[config.mk]
export PLATFORM = sky130hd
export DESIGN_NAME = hamming_mem_engine
export DESIGN_NICKNAME = d
export VERILOG_FILES = /design/src/rtl/hamming_mem_engine.sv
export SDC_FILE = /design/constraint.sdc
export NUM_CORES = 1
export LEC_CHECK = 0
export CORE_MARGIN = 1.5
export CORE_UTILIZATION = 59
export DETAILED_ROUTE_END_ITERATION = 8
export PLACE_DENSITY = 0.91
export SLEW_MARGIN = 40
export SYNTH_ARGS = -nofsm -noshare
export SYNTH_HDL_FRONTEND = slang
export SYNTH_SLANG_ARGS = --single-unit
[constraint.sdc]
create_clock -name clk_i -period 7.5 [get_ports clk_i]
set_input_delay 2.25 -clock clk_i [delete_from_list [all_inputs] [get_ports clk_i]]
set_output_delay 2.25 -clock clk_i [all_outputs]
set_load 0.005 [all_outputs]
[src/rtl/hamming_mem_engine.sv]
// SECDED (16,11) Hamming engine that walks a block of messages in data memory.
// Each message is read as two bytes, encoded or decoded, and written back as two bytes.
// Handshake: start_i is a one-cycle request taken only in IDLE or DONE; busy_o is high
// from the accepting edge until DONE; done_o then holds until the next accepted start.
module hamming_mem_engine #(
    parameter int NUM_MSG  = 15,
    parameter int SRC_BASE = 0,
    parameter int DST_BASE = 30,
    parameter int AW       = 8
) (
    input  logic          clk_i,
    input  logic          reset_i,
    input  logic          start_i,
    input  logic          mode_i,
    output logic [AW-1:0] mem_addr_o,
    input  logic [7:0]    mem_rd_data_i,
    output logic          mem_wr_en_o,
    output logic [7:0]    mem_wr_data_o,
    output logic          busy_o,
    output logic          done_o,
    output logic [7:0]    err1_cnt_o,
    output logic [7:0]    err2_cnt_o,
    output logic [2:0]    state_o
);

    localparam int IW = (NUM_MSG > 1) ? $clog2(NUM_MSG) : 1;

    typedef enum logic [2:0] {
        S_IDLE, S_RD_LO, S_RD_HI, S_WR_LO, S_WR_HI, S_DONE
    } state_t;

    state_t        state_q, state_d;
    logic [IW-1:0] idx_q, idx_d;
    logic          mode_q, mode_d;
    logic [7:0]    lo_q, lo_d, hi_q, hi_d;
    logic [7:0]    err1_q, err1_d, err2_q, err2_d;

    logic [AW-1:0] src_lo, dst_lo;
    logic [10:0]   enc_d;
    logic [15:0]   enc_base, enc_w;
    logic          p1, p2, p4, p8;
    logic [15:0]   dec_w, dec_wc;
    logic [3:0]    dec_s;
    logic          dec_p;
    logic [1:0]    dec_f;
    logic [10:0]   dec_data;
    logic [7:0]    res_lo, res_hi;

    assign src_lo  = AW'(SRC_BASE) + AW'({idx_q, 1'b0});
    assign dst_lo  = AW'(DST_BASE) + AW'({idx_q, 1'b0});
    assign state_o = state_q;

    // Encoder: place data bits, then fill parity positions so every syndrome bit is zero.
    always_comb begin
        enc_d    = {hi_q[2:0], lo_q};
        enc_base = {enc_d[10:4], 1'b0, enc_d[3:1], 1'b0, enc_d[0], 3'b000};
        p1       = ^(enc_base & 16'hAAAA);
        p2       = ^(enc_base & 16'hCCCC);
        p4       = ^(enc_base & 16'hF0F0);
        p8       = ^(enc_base & 16'hFF00);
        enc_w    = enc_base | {7'b0, p8, 3'b0, p4, 1'b0, p2, p1, 1'b0};
        enc_w[0] = ^enc_w[15:1];
    end

    // Decoder: syndrome bit b is the parity of all positions whose index has bit b set.
    always_comb begin
        dec_w  = {hi_q, lo_q};
        dec_s  = {^(dec_w & 16'hFF00), ^(dec_w & 16'hF0F0),
                  ^(dec_w & 16'hCCCC), ^(dec_w & 16'hAAAA)};
        dec_p  = ^dec_w;
        dec_wc = dec_w;
        dec_f  = 2'b00;
        if (dec_p) begin
            dec_wc = dec_w ^ (16'd1 << dec_s);
            dec_f  = 2'b01;
        end else if (dec_s != 4'd0) begin
            dec_f  = 2'b10;
        end
        dec_data = {dec_wc[15:9], dec_wc[7:5], dec_wc[3]};
    end

    // Result bytes for the latched mode, always taken from the captured source bytes.
    always_comb begin
        if (mode_q) begin
            res_lo = dec_data[7:0];
            res_hi = {dec_f, 3'b000, dec_data[10:8]};
        end else begin
            res_lo = enc_w[7:0];
            res_hi = enc_w[15:8];
        end
    end

    // State, index, mode, captured bytes and error counters.
    always_ff @(posedge clk_i) begin
        if (reset_i) begin
            state_q <= S_IDLE;
            idx_q   <= '0;
            mode_q  <= 1'b0;
            lo_q    <= '0;
            hi_q    <= '0;
            err1_q  <= '0;
            err2_q  <= '0;
        end else begin
            state_q <= state_d;
            idx_q   <= idx_d;
            mode_q  <= mode_d;
            lo_q    <= lo_d;
            hi_q    <= hi_d;
            err1_q  <= err1_d;
            err2_q  <= err2_d;
        end
    end

    // Next-state sequencing and per-state memory port outputs.
    always_comb begin
        state_d       = state_q;
        idx_d         = idx_q;
        mode_d        = mode_q;
        lo_d          = lo_q;
        hi_d          = hi_q;
        err1_d        = err1_q;
        err2_d        = err2_q;
        mem_addr_o    = '0;
        mem_wr_en_o   = 1'b0;
        mem_wr_data_o = 8'h00;
        busy_o        = 1'b0;
        done_o        = 1'b0;
        case (state_q)
            S_IDLE, S_DONE: begin
                done_o = (state_q == S_DONE);
                if (start_i) begin
                    state_d = S_RD_LO;
                    idx_d   = '0;
                    mode_d  = mode_i;
                    err1_d  = '0;
                    err2_d  = '0;
                end
            end
            S_RD_LO: begin
                busy_o     = 1'b1;
                mem_addr_o = src_lo;
                lo_d       = mem_rd_data_i;
                state_d    = S_RD_HI;
            end
            S_RD_HI: begin
                busy_o     = 1'b1;
                mem_addr_o = src_lo + AW'(1);
                hi_d       = mem_rd_data_i;
                state_d    = S_WR_LO;
            end
            S_WR_LO: begin
                busy_o        = 1'b1;
                mem_addr_o    = dst_lo;
                mem_wr_en_o   = 1'b1;
                mem_wr_data_o = res_lo;
                if (mode_q && dec_f == 2'b01 && err1_q != 8'hFF) err1_d = err1_q + 8'd1;
                if (mode_q && dec_f == 2'b10 && err2_q != 8'hFF) err2_d = err2_q + 8'd1;
                state_d       = S_WR_HI;
            end
            S_WR_HI: begin
                busy_o        = 1'b1;
                mem_addr_o    = dst_lo + AW'(1);
                mem_wr_en_o   = 1'b1;
                mem_wr_data_o = res_hi;
                if (idx_q == IW'(NUM_MSG - 1)) begin
                    state_d = S_DONE;
                end else begin
                    idx_d   = idx_q + IW'(1);
                    state_d = S_RD_LO;
                end
            end
            default: state_d = S_IDLE;
        endcase
        // A reset in a write cycle must not let that final byte land.
        if (reset_i) mem_wr_en_o = 1'b0;
    end

    assign err1_cnt_o = err1_q;
    assign err2_cnt_o = err2_q;

endmodule

### Yosys cells after proc, flatten, opt, wreduce, memory -nomap -nowiden

Cells that the tools add are included.
W data, S select, Z words.

* add/sub/neg operators: 6
* $mul: 0
* divide/modulo/power cells: 0
* order comparisons: 0
* eq/ne operators: 14
* shifts and indexed selects: 1
* muxes and demuxes: 22
* bitwise logic cells: 2
* reductions and logical operators: 25

Operator list (number)
* $reduce_xor A16 Y1: 9
* $pmux W8 S2: 3
* $mux W8: 5
* $pmux W8 S4: 1
* $add A8 B1 Y8 const B: 2
* $mux W16: 1
* $ne A8 B8 Y1 const B: 2
* $or A16 B9 Y16: 1
* $shl A1 B4 Y16 const A: 1
* $xor A16 B16 Y16: 1
* $pmux W3 S5: 1
* $reduce_xor A15 Y1: 1
* $reduce_and A3 Y1: 3
* $mux W4: 2
* $ne A2 B2 Y1 const B: 4
* $pmux W4 S2: 1
* $add A6 B1 Y7 const B: 1
* $add A5 B1 Y6 const B: 1
* $add A5 B5 Y6 const A: 1
* $eq A3 B2 Y1 const B: 2
* $eq A3 B3 Y1 const B: 2
* $mux W3: 2
* $add A4 B1 Y4 const B: 1
* $eq A4 B4 Y1 const B: 1
* other kinds (12): 21

* bits in registers: 40
* latch bits: 0
* bits in writable memories: 0
* bits in read-only memories: 0
* bits of input ports: 12
* output and inout bits: 38
* word-level logic and storage cells: 77
* memories kept: 0

### Depth between registers and ports, before layout

Gate-level depths: netlist of run 1.

* depth after elaboration: 9
* depth in mapped cells: 9
* mapped depth without buffers: 8

### Worst setup path before layout of run 1

Ideal clock, no wire load.

* path kind: input to output
* from: in reset_i
* to: out mem_wr_en_o
* arrival: 2885 ps
* required time: 5250 ps
* path slack: 2365 ps
* cell stages on the path: 3
* buffers on the path: 2
* cell sequence: clkbuf_1 clkbuf_1 nor2_1

* word-level cells in the longest chain between the ends: 1

RTL lines
* start, declared: RTL line 12 `input logic reset_i,`
* $mux W1: RTL line 175 `if (reset_i) mem_wr_en_o = 1'b0;`
* end, declared: RTL line 17 `output logic mem_wr_en_o,`

No other way between the ends.

### Final worst setup path of run 1

Same ends and word-level chain as after synthesis.

==> impl_metrics.toml, run 1 <==
[finish]
fin_nets = 424
area_growth_pct = 17.31
nFillCells = 401
drive_above_1_share = 0.06863
num_antenna_cells = 0

[yosys]
synth_area_um2 = 3115
ys_ff_latch = 40
synth_edf_count = 0
seq_area_frac_synth = 0.2570
synth_cell_types = 66
yosysWarnings = 0
syn_inst = 379
synth-async-reset-ratio = 0
synth_ff_type = "dfxtp_1"
syn_area_per_cell_um2 = 8.220

[pwr]
p_sw_uw = 257.9
combPwrFrac = 0.402
leakage_uw = 0.001313
power_frac_clock = 0.226
power_frac_seq = 0.372
p_int_uw = 405.7
total_power_uw = 663.6
p_sw_frac = 0.3886
powerDensity_nw_per_um2 = 181.6
peakVddDrop_mv = 0.1823

[global_routing]
grt_pass1_wl_um = 12320
grt_pass1_vias = 2618
grt_antenna_before_repair = 0
grt_usage = 0.2841
grt_max_degree = 40
overflow = 0

[clocking]
cts_hold_buf = 0
cts-resized-gates = 0
cts.sinks = 40
clk_pin_slew_ns = 0.09
numCtsBuffers = 5
cts_setup_buffers = 0
htree_num_levels = 2
clockBufferDepth = 2
cts_tree = "yes"
clock_latency_ns = 0.31
cts_root_buf = "clkbuf_8"

[setup_path]
cp.depth = 4
critPathKind = "in2out"
start_kind = "primary input"
cp_num_buf_inv = 3
cpLargestDelayFamily = "buffers and inverters"
cpPeakStageDelay_ns = 0.47
crit_top_cell = "clkdlybuf4s50_1"
cp.required_ns = 5.25
worstPathArrival_ns = 3.67
cp_slowest_cell = "clkdlybuf4s50_1"
crit_path_end_kind = "output port"
cp_max_fo = 39
reg2reg_depth = 7
worstPathCellList = "clkdlybuf4s50_1, buf_4, nor2_1, clkdlybuf4s50_1"

[placement]
dp_hpwl_um = 5526
io_buffers = 47
gp_congestion = 0.9212

[detailed_routing]
drt-total-wl_um = 7575
routedWlPerCell_um = 15.85
vias_per_cell = 6.161
post-route-drc-count = 0
route.antenna.remaining_nets = 0
vias = 2945
drt_iter0_drc = 235
first_pass_iters = 5

[sta]
period_share = 0.7888
tightest_slew_ns = 0.7546
rsz0062_at_grt = "no"
final-hold-violation-count = 0
maxSlewViolCount = 0
setup_viol = 0
fmaxAchievable_mhz = 169.0
setup_tns_ns = 0
min_period_ns = 5.916
slew_headroom = 0.4963
clock_skew_ns = 0.01369

[die]
design.core.area_um2 = 5107
rows = 26
dieWidth_um = 75.67
die_area_um2 = 5725
ios = 50
chipHeight_um = 75.67
start_util = 0.6100

[job]
drv_cap = 0

[status]
status = "complete, no violations"

[worst_hold_path]
min_path_type = "reg2reg"
hold_depth = 1
-- flip-flops by register name, indices dropped and copies added (netlist names) --
signal	cells
idx_q	4
hi_q	8
err1_cnt_o	8
mode_q	1
lo_q	8
state_o	3
err2_cnt_o	8
-- cell families after synthesis --
| family | synth area share |
|---|---|
| fa+ha+maj | 0.02329 |
| mux | 0.04257 |
| xor+xnor | 0.2173 |
| other cells | 0.001204 |
| compound gates | 0.1880 |
| buf+inv | 0.04899 |
| flops | 0.2570 |
| simple gates | 0.2217 |
-- metal layers --
| layer | track usage | routed length [µm] | up-vias |
|---|---|---|---|
| met5 | 0 | 0 | - |
| met4 | 0.1071 | 149 | 0 |
| met3 | 0.05159 | 477 | 18 |
| met2 | 0.4600 | 3665 | 117 |
| met1 | 0.3784 | 3282 | 1388 |
| li1 | - | - | 1422 |
-- through the flow --
step                      hold WS (ns)    util  std cells  cell area (µm²)  worst slack, ns
after global routing            0.5692  0.7156        478             3655            1.527
after detailed placement        0.5235  0.6979        470             3565            1.580
after floorplan                 0.4972       -        380             3119            2.365
final                           0.5346  0.7156        478             3655            1.584
after CTS                       0.5357  0.7151        478             3652            1.586
after global placement          0.5150  0.6975        470             3562            1.634
-- layout make-up --
cell class / instances / area (µm²) / area share
repair buffers: 49 / 485.5 / 0.1328
well taps: 70 / 87.58 / 0.02396
clock inverters: 3 / 18.77 / 0.005135
inverters: 6 / 22.52 / 0.006162
flip-flops and latches: 40 / 800.8 / 0.2191
multi-input cells: 305 / 2171 / 0.5940
clock buffers: 5 / 68.82 / 0.01883
-- synthesized netlist by cell type (2+ instances only) --
library cell / count / area share
or2_2: 3 / 0.0060
a41o_1: 2 / 0.0064
xnor2_2: 2 / 0.010
a22oi_1: 4 / 0.0096
inv_1: 6 / 0.0072
o22ai_1: 12 / 0.024
nor2b_1: 5 / 0.010
o21ai_0: 13 / 0.021
xor2_1: 16 / 0.045
nand2_1: 25 / 0.030
nand2b_1: 2 / 0.0040
xor2_2: 3 / 0.016
clkbuf_1: 15 / 0.018
nand3_1: 11 / 0.018
xnor3_2: 2 / 0.015
and3_1: 10 / 0.020
a221oi_1: 2 / 0.0056
xnor2_1: 35 / 0.098
nor3_1: 11 / 0.018
buf_1: 6 / 0.0072
a211oi_1: 2 / 0.0048
nor2_1: 36 / 0.043
a21oi_1: 23 / 0.037
dfxtp_1: 40 / 0.26
a31oi_1: 4 / 0.0080
mux2i_1: 11 / 0.035
buf_2: 5 / 0.0080
o221ai_1: 2 / 0.0056
a221o_1: 3 / 0.0096
ha_1: 5 / 0.020
a2bb2oi_1: 2 / 0.0056
a211o_1: 3 / 0.0084
o21ai_1: 3 / 0.0048
nand4_1: 5 / 0.010
nor4_1: 10 / 0.020
a21o_1: 2 / 0.0048
a311oi_1: 3 / 0.0084
nor3b_1: 6 / 0.014
buf_4: 2 / 0.0048
-- worst register-to-register path: stages (launching register included) --
cell	delay, ns
dfxtp_1	0.82
nand2_1	0.28
nor2_2	0.56
nand2_1	0.27
a31oi_1	0.28
o21ai_2	0.17
nor3b_4	0.21
a221o_1	0.36
-- placed cells by master (no fill, tap or decap), drive strengths merged, types with 11 or more instances in the layout --
cell / instances
nor2: 36
o21ai: 17
xnor2: 38
o22ai: 12
nand2: 25
clkdlybuf4s50: 47
dfxtp: 40
mux2i: 11
nor3: 11
nand3: 11
xor2: 20
a21oi: 23
-- path summary, 6_finish.rpt --
check,start,endpoint,slack [ns]
min,err1_cnt_o[3],err1_cnt_o[3],0.53
max,reset_i,mem_wr_en_o,1.58
min reg2reg,err1_cnt_o[3],err1_cnt_o[3],0.53
max reg2reg,state_o[1],err2_cnt_o[5],4.45
-- power groups by stage --
stage	clock network [µW]	logic [µW]	registers [µW]
detailed placement	0	261	251
global placement	0	257	250
finish	150	267	247
global route	160	287	249
floorplan	0	219	233
CTS	151	263	246
No activity file was read; power rests on OpenSTA's default activity.
==> run 2, diff against run 1 <==
--- a/config.mk
+++ b/config.mk
@@ -6,9 +6,9 @@
 export NUM_CORES = 1
 export LEC_CHECK = 0
 export CORE_MARGIN = 1.5
-export CORE_UTILIZATION = 59
+export CORE_UTILIZATION = 54
 export DETAILED_ROUTE_END_ITERATION = 8
-export PLACE_DENSITY = 0.91
+export PLACE_DENSITY = 0.84
 export SLEW_MARGIN = 40
 export SYNTH_ARGS = -nofsm -noshare
 export SYNTH_HDL_FRONTEND = slang
==> constraint.sdc (replaced) <==
create_clock -name clk_i -period 6.09 [get_ports clk_i]
set_input_delay 1.827 -clock clk_i [delete_from_list [all_inputs] [get_ports clk_i]]
set_output_delay 1.827 -clock clk_i [all_outputs]
set_load 0.005 [all_outputs]
==> impl_metrics.toml, run 2 (synthesis gave the netlist of run 1 again) <==
[pwr]
peakVddDrop_mv = 0.1357
powerDensity_nw_per_um2 = 219.4
leakage_uw = 0.001317
total_power_uw = 803.1

[clocking]
htree_num_levels = 2
clockBufferDepth = 2
cts_setup_buffers = 0
cts.sinks = 40
cts-resized-gates = 0
cts_hold_buf = 0
cts_root_buf = "clkbuf_8"
numCtsBuffers = 5
clk_pin_slew_ns = 0.08
cts_tree = "yes"
clock_latency_ns = 0.30

[worst_hold_path]
min_from = "err1_cnt_o[6]"
hold_end = "err1_cnt_o[6]"
hold_depth = 2
min_path_type = "reg2reg"

[job]
drv_cap = 0

[global_routing]
overflow = 0
grt_max_degree = 39
grt_usage = 0.2625
grt_pass1_wl_um = 13010
grt_pass1_vias = 2630
grt_antenna_before_repair = 0

[die]
chipHeight_um = 78.96
dieWidth_um = 78.96
start_util = 0.5623
design.core.area_um2 = 5540
rows = 27
ios = 50
die_area_um2 = 6234

[sta]
min_period_ns = 5.101
final-hold-violation-count = 0
fmaxAchievable_mhz = 196.0
clock_skew_ns = 0.01052
maxSlewViolCount = 0
tightest_slew_ns = 0.7248
rsz0062_at_grt = "no"
fin_ws_ns = 0.9886
setup_viol = 0
period_share = 0.8377
slew_headroom = 0.5161
setup_tns_ns = 0

[placement]
place_ws_ns = 1.351
io_buffers = 47
gp_congestion = 0.9607
dp_hpwl_um = 5680

[setup_path]
reg2reg_depth = 7
cpLargestDelayFamily = "XOR/XNOR gates"
cp_max_fo = 7
cpPeakStageDelay_ns = 0.61
crit_path_end_kind = "output port"
r2r_end = "err1_cnt_o[3]"
rrSetupSlack_ns = 3.20
cp_num_buf_inv = 1
crit_top_cell = "xnor2_1"
start_kind = "flip-flop"
timing.rr.start = "hi_q[1]"
worstPathArrival_ns = 3.27
critPathKind = "reg2out"
cp.required_ns = 4.26
cp_slowest_cell = "nor4_1"
worstPathCellList = "xnor3_2, xnor2_1, nor4_1, o22ai_1, xnor2_1, nand3_1, o221ai_1, clkdlybuf4s50_1"

[finish]
layout_commonest_cell = "clkdlybuf4s50_1"
seqCellArea_um2 = 800.8
mostFrequentLayoutCells = "clkdlybuf4s50_1 (47), dfxtp_1 (40), xnor2_1 (35), nor2_1 (35), nand2_1 (25)"
nFillCells = 475
num_antenna_cells = 0
utilization = 0.6606
fin_nets = 426
multi_input_area_um2 = 2168
drive_above_1_share = 0.06601
area_growth_pct = 17.47

[detailed_routing]
post-route-drc-count = 0
route.antenna.remaining_nets = 0
first_pass_iters = 6
routedWlPerCell_um = 16.05
vias_per_cell = 6.114
drt-total-wl_um = 7721
drt_iter0_drc = 403
vias = 2941

[status]
status = "complete, no violations"
[run 2: worst register-to-register path, delay by kind of cell, from the launching register on]
family,cells,cell delay [ns]
DFF,1,0.51
and+or+nand+nor,1,0.47
AOI/OAI and AO/OA,2,0.44
xor gates and xnor gates,4,1.37
[run 2: power breakdown]
part / switching [µW] / internal (µW) / total [µW]
Clock: 91.8 / 78.0 / 170
Combinational: 183 / 148 / 331
Sequential: 29.4 / 273 / 302
[run 2: routing by layer]
layer / vias up / wire, µm / GRT usage
met5: - / 0 / 0
met4: 0 / 80 / 0.06316
met3: 9 / 432 / 0.04138
met2: 114 / 3638 / 0.4302
met1: 1395 / 3569 / 0.3622
li1: 1423 / - / -
[run 2: per-stage QoR]
step	area [µm²]	cells	hold WS (ns)
2_1_floorplan	3119	380	0.4972
5_1_grt	3660	481	0.5641
4_1_cts	3660	481	0.5319
6_report	3660	481	0.5381
3_3_place_gp	3580	474	0.5156
3_5_place_dp	3582	474	0.5220
[run 2: cell type report]
cell class	count	share of cell area
multi-input combinational	305	0.5925
sequential	40	0.2188
timing repair buffer	51	0.1368
tap	72	0.02462
clock buffer	6	0.01983
inverter	6	0.006154
clock inverter	1	0.001368
[run 2: worst max path at each step]
stage	startpoint	endpoint	slack [ns]	cells after the start
3_3_place_gp	reset_i	mem_wr_en_o	1.34	3
3_5_place_dp	reset_i	mem_wr_en_o	1.35	3
6_report	hi_q[1]	mem_wr_data_o[1]	0.99	8
2_1_floorplan	reset_i	mem_wr_en_o	1.80	3
4_1_cts	hi_q[1]	mem_wr_data_o[1]	1.03	8
5_1_grt	lo_q[3]	mem_wr_data_o[4]	0.70	8
